### config.mk
export PLATFORM = sky130hd
export DESIGN_NAME = hazard_tracker
export DESIGN_NICKNAME = d
export VERILOG_FILES = /design/src/rtl/hazard_tracker.sv
export SDC_FILE = /design/constraint.sdc
export NUM_CORES = 1
export LEC_CHECK = 0
export ABC_CLOCK_PERIOD_IN_PS = 1800
export CAP_MARGIN = 20
export CORE_ASPECT_RATIO = 0.8
export CORE_MARGIN = 2
export CORE_UTILIZATION = 43
export CTS_CLUSTER_SIZE = 14
export DETAILED_ROUTE_END_ITERATION = 12
export PLACE_DENSITY = 0.79
export SYNTH_ARGS = -nofsm -noshare
export SYNTH_HDL_FRONTEND = slang
export SYNTH_SLANG_ARGS = --single-unit
### constraint.sdc
create_clock -name clk -period 1.8 [get_ports clk]
set_input_delay 0.27 -clock clk [delete_from_list [all_inputs] [get_ports clk]]
set_output_delay 0.27 -clock clk [all_outputs]
set_load 0.05 [all_outputs]
### src/rtl/hazard_tracker.sv
// hazard_tracker: pipeline bookkeeping that feeds a hazard unit.
// Tracks the register addresses and control bits of the Execute, Memory
// and Writeback stages, compares source operands against downstream
// destinations, and counts stall/flush events.
// Ports:
//   clk, reset             clock and asynchronous active-high reset
//   RA1D, RA2D, WA3D       Decode-stage source/destination addresses
//   RegWriteD, MemtoRegD,
//   PCSrcD, BranchD        Decode-stage control bits
//   CondExE                Execute-stage condition-pass flag
//   StallD, FlushD, FlushE stall/flush requests (FlushE bubbles E)
//   Match*                 operand/destination address comparisons
//   MemtoRegE, RegWriteM,
//   RegWriteW, PCSrcW      pipelined control bits
//   BranchTakenE,
//   PCWrPendingF           derived control
//   StallCount, FlushCount saturating event counters
module hazard_tracker #(
  parameter int unsigned ADDR_W = 4,
  parameter int unsigned CNT_W  = 16
) (
  input  logic              clk,
  input  logic              reset,
  input  logic [ADDR_W-1:0] RA1D,
  input  logic [ADDR_W-1:0] RA2D,
  input  logic [ADDR_W-1:0] WA3D,
  input  logic              RegWriteD,
  input  logic              MemtoRegD,
  input  logic              PCSrcD,
  input  logic              BranchD,
  input  logic              CondExE,
  input  logic              StallD,
  input  logic              FlushD,
  input  logic              FlushE,
  output logic              Match1E_M,
  output logic              Match1E_W,
  output logic              Match2E_M,
  output logic              Match2E_W,
  output logic              Match12D_E,
  output logic              MemtoRegE,
  output logic              RegWriteM,
  output logic              RegWriteW,
  output logic              PCSrcW,
  output logic              BranchTakenE,
  output logic              PCWrPendingF,
  output logic [CNT_W-1:0]  StallCount,
  output logic [CNT_W-1:0]  FlushCount
);

  localparam logic [CNT_W-1:0] CNT_MAX = '1;

  logic [ADDR_W-1:0] RA1E, RA2E, WA3E, WA3M, WA3W;
  logic              RegWriteE, PCSrcE, BranchE;
  logic              MemtoRegM, PCSrcM, MemtoRegW;
  logic              unusedSink;

  // MemtoRegW is carried for the datapath's benefit; nothing here reads it.
  assign unusedSink = MemtoRegW;

  // Decode -> Execute; FlushE replaces the whole slot with a bubble.
  always_ff @(posedge clk or posedge reset) begin
    if (reset) begin
      RA1E      <= '0;
      RA2E      <= '0;
      WA3E      <= '0;
      RegWriteE <= 1'b0;
      MemtoRegE <= 1'b0;
      PCSrcE    <= 1'b0;
      BranchE   <= 1'b0;
    end else if (FlushE) begin
      RA1E      <= '0;
      RA2E      <= '0;
      WA3E      <= '0;
      RegWriteE <= 1'b0;
      MemtoRegE <= 1'b0;
      PCSrcE    <= 1'b0;
      BranchE   <= 1'b0;
    end else begin
      RA1E      <= RA1D;
      RA2E      <= RA2D;
      WA3E      <= WA3D;
      RegWriteE <= RegWriteD;
      MemtoRegE <= MemtoRegD;
      PCSrcE    <= PCSrcD;
      BranchE   <= BranchD;
    end
  end

  // Execute -> Memory -> Writeback; a failed condition squashes the write and PC redirect.
  always_ff @(posedge clk or posedge reset) begin
    if (reset) begin
      WA3M      <= '0;
      RegWriteM <= 1'b0;
      MemtoRegM <= 1'b0;
      PCSrcM    <= 1'b0;
      WA3W      <= '0;
      RegWriteW <= 1'b0;
      MemtoRegW <= 1'b0;
      PCSrcW    <= 1'b0;
    end else begin
      WA3M      <= WA3E;
      RegWriteM <= RegWriteE & CondExE;
      MemtoRegM <= MemtoRegE;
      PCSrcM    <= PCSrcE & CondExE;
      WA3W      <= WA3M;
      RegWriteW <= RegWriteM;
      MemtoRegW <= MemtoRegM;
      PCSrcW    <= PCSrcM;
    end
  end

  // Saturating event counters; a cycle with both flushes counts once.
  always_ff @(posedge clk or posedge reset) begin
    if (reset) begin
      StallCount <= '0;
      FlushCount <= '0;
    end else begin
      if (StallD && (StallCount != CNT_MAX))
        StallCount <= StallCount + CNT_W'(1);
      if ((FlushD || FlushE) && (FlushCount != CNT_MAX))
        FlushCount <= FlushCount + CNT_W'(1);
    end
  end

  // Address comparisons are intentionally not qualified by RegWrite.
  always_comb begin
    Match1E_M    = (RA1E == WA3M);
    Match1E_W    = (RA1E == WA3W);
    Match2E_M    = (RA2E == WA3M);
    Match2E_W    = (RA2E == WA3W);
    Match12D_E   = (RA1D == WA3E) | (RA2D == WA3E);
    BranchTakenE = BranchE & CondExE;
    // PCSrcW is excluded: by Writeback the PC write has already landed.
    PCWrPendingF = PCSrcD | PCSrcE | (PCSrcE & CondExE) | PCSrcM;
  end

endmodule

==> key figures <==
Layout
  • # diodes: 0
  • Design Area, Final: 0.003786 sq mm
  • Synth-to-Final Area Change: 41.80%
  • Fillcell total: roughly 470
  • Area of the multi-input gates: roughly 0.0012 sq mm
  • # nets final: 332
  • Fin util: around 64%
  • Layout cells sized above 1: between 30% and 40%
  • FF/Latch Area: 0.001538 sq mm

Route
  • Metal-1 WL: 2.544 mm
  • Via count: slightly below 2000
  • 1st-pass router iterations: 4
  • Post-DR vias/cell: roughly 5
  • Final wirelength: 5.489 mm
  • Routed wire length on met3: 314 um
  • Top routing layer in use: met4
  • DRC: 0
  • Antenna violation net count after detailed routing: 0
  • Initial drt markers: 66
  • WL/cell: 13.93 um
  • Met2 WL: ~2.6 mm

Power
  • Sw Share: 36.95%
  • Clock network fraction of design power: between 20 and 30%
  • Leak Pwr: ~0.0018 uW
  • Comb power frac: 32.4%
  • Pwr per Cell Area: between 1000 and 1500 mW/mm^2
  • Net Switching: roughly 1700 uW
  • Total power: approximately 4700 uW
  • Cell Int Power: about 3000 uW
  • Part of the power in registers: between 30 and 40%
  • Peak supply drop: 1.088 mV

Global route
  • Vias in the first global route: 1977
  • Initial antenna violation count: 0
  • First-pass GRT wire length: ~9.3 mm
  • Global route total overflow: 0
  • Largest net degree at the start of global routing: 61
  • GRT Resource Usage Total: between 10% and 20%

Timing
  • Slew @ Worst Pin: just under 500 ps
  • # setup viols final: 0
  • RSZ-0062 raised after global routing: true
  • Fmax: 0.5567 GHz
  • Min cycle time layout: 1796 ps
  • Final hold slack: around 320 ps
  • Worst slew margin: between 60% and 70%
  • Hold Vio Cnt, Final: 0
  • Max Slew Vio Count: 0
  • Setup Skew: around 6.9 ps
  • Setup TNS: 0 ps
  • Period utilisation layout: between 90 and 100%

Setup path
  • R2R cell count: 5
  • Critical path arrival: about 1500 ps
  • Startpoint class of the critical path: flip-flop
  • Worst path required time: 1530 ps
  • Worst setup EP type: primary output
  • Setup CP Type: reg2out
  • Crit Path Max Fanout: 2

Clocking
  • Worst-path clk slew: roughly 70 ps
  • Hold-fix buffers, CTS: 0
  • CTS Buffer Depth: 2
  • Clk root buf: clkbuf_8
  • Num CTS Buffers: 9
  • Sink Count: 60
  • Worst-skew pair later-pin latency: around 330 ps
  • H-tree depth: 3
  • CTS tree: yes

Yosys
  • Synthesized area: between 0.002 and 0.003 sq mm
  • YS warnings: 0
  • Cell variety after synth: 31
  • Mapped Nets: between 200 and 250
  • Seq/Total Area, Yosys: a little under three fifths
  • Syn_area_per_cell: between 10 and 15 sq um
  • Seq cells post-synth: 60
  • Cells after synthesis: 223

Worst hold path
  • Hold Crit Class: in2async

Die
  • I/O pins: between 60 and 70
  • # rows: 25
  • Area of the core: between 0.005 and 0.006 sq mm
  • Die Width: a little over 90 um
  • Die height: 74.48 um
  • Starting Density: between 40% and 50%
  • Die area: just under 0.007 sq mm

Place
  • DP HPWL: between 4 and 5 mm
  • RD Place Congestion: 0.8021
  • I/O Buffers: 64
  • Area post-placement: roughly 0.0035 sq mm

Run
  • Max-capacitance violation count: 0

Status
  • Status: completed
## power groups by stage
stage	clock network, uW	logic, uW	registers, uW
floorplan	0	467	2380
global placement	0	1500	1860
detailed placement	0	1520	1870
CTS	1350	1530	1850
global route	1420	1610	1880
finish	1310	1520	1850
## cells in the mapped netlist
library cell  instances  share of area, %
a21oi_1               1              0.19
o21ai_0               3              0.56
nor4_1                8               1.9
and4_1                5               1.6
o2111ai_1             2              0.66
mux2_2                2              0.84
o41ai_4               2               2.1
clkbuf_1              1              0.14
inv_1                 3              0.42
or2_2                 1              0.23
nand4_1               7               1.6
xnor2_1               9               3.0
nand4_2               2              0.94
a211oi_1              1              0.28
nand2_1              12               1.7
nor2b_1              17               4.0
or3_1                 1              0.23
a31oi_1               1              0.23
o41ai_1               1              0.33
xor2_1               42                14
ha_1                  2              0.94
and4_2                1              0.37
nand3_1              11               2.1
and2_1                3              0.70
o41ai_2               1              0.61
nor3_1                6               1.1
mux2_4                1              0.56
nor2_1               14               2.0
dfrtp_1              60                56
and3_1                2              0.47
and3_2                1              0.28
## through the flow
| step | std cells | setup slack (ps) |
|---|---|---|
| detailed placement | 376 | 18.45 |
| floorplan | 223 | -82.28 |
| CTS | 394 | -37.35 |
| finish | 394 | 3.800 |
| global placement | 376 | 24.59 |
| global route | 394 | -90.65 |
## kinds of logic after synthesis
family          Yosys count  share of synthesized area, %
simple gates             91                         19.21
flops                    60                         56.23
xor+xnor                 51                         16.73
compound gates           12                         4.920
mux                       3                         1.406
fa+ha+maj                 2                        0.9371
buf+inv                   4                        0.5622
## metal layers
metal,track usage [%],vias to the layer above
met2,27.61,66
met3,6.484,8
met5,0,-
li1,-,946
met1,23.66,952
met4,5.970,0
## worst max-delay path, stage by stage (launching register included)
cell and delay, ps:
dfrtp_1 410, xor2_1 180, nor4_2 290, bufbuf_16 330
## cell usage in the layout (no fill, tap or decap), types with 4 or more instances in the layout
| master | netlist | final |
|---|---|---|
| nor3_1 | 6 | 6 |
| clkbuf_8 | 0 | 10 |
| dfrtp_1 | 60 | 31 |
| nor2_1 | 14 | 14 |
| nand2_1 | 12 | 12 |
| nor2b_1 | 17 | 17 |
| nand3_1 | 11 | 11 |
| and4_1 | 5 | 5 |
| clkdlybuf4s50_1 | 0 | 23 |
| dfrtp_2 | 0 | 29 |
| nor4_1 | 8 | 4 |
| xnor2_1 | 9 | 9 |
| buf_4 | 0 | 43 |
| buf_12 | 0 | 6 |
| nand4_1 | 7 | 7 |
| xor2_1 | 42 | 42 |
## cell type report
| type | count | area share, % |
|---|---|---|
| Multi-Input combinational cell | 159 | 31.56 |
| Sequential cell | 60 | 40.61 |
| Tap cell | 81 | 2.677 |
| Inverter | 3 | 0.2974 |
| Clock buffer | 12 | 3.833 |
| Timing Repair Buffer | 75 | 19.10 |
| Clock inverter | 4 | 1.917 |
## timing repair
item,in CTS,in global routing
pin swaps,2,1
hold endpoints to repair,0,0
setup endpoints to repair,4,7
buffers inserted,2,0
gates resized for setup,3,0
## flip-flops by register name (all words and copies together) (netlist names)
name        count
RA2E            4
WA3E            4
BranchE         1
PCSrcM          1
RA1E            4
StallCount     16
RegWriteW       1
WA3M            4
FlushCount     16
PCSrcW          1
RegWriteE       1
WA3W            4
PCSrcE          1
MemtoRegE       1
RegWriteM       1
## path summary, 6_finish.rpt
| kind | from | end | slack, ps |
|---|---|---|---|
| setup / recovery | RA1E[0]$_DFF_PP0_ | Match1E_M | 4 |
| hold / removal | reset | RA2E[3]$_DFF_PP0_ | 320 |
| setup reg to reg | StallCount[4]$_DFFE_PP0P_ | StallCount[9]$_DFFE_PP0P_ | 70 |
| hold reg to reg | PCSrcM$_DFF_PP0_ | PCSrcW$_DFF_PP0_ | 390 |
| max in group asynchronous | reset | StallCount[0]$_DFFE_PP0P_ | 1190 |
| min in group clk | PCSrcM$_DFF_PP0_ | PCSrcW$_DFF_PP0_ | 390 |
Note: power is estimated with default switching activity, not from simulation.
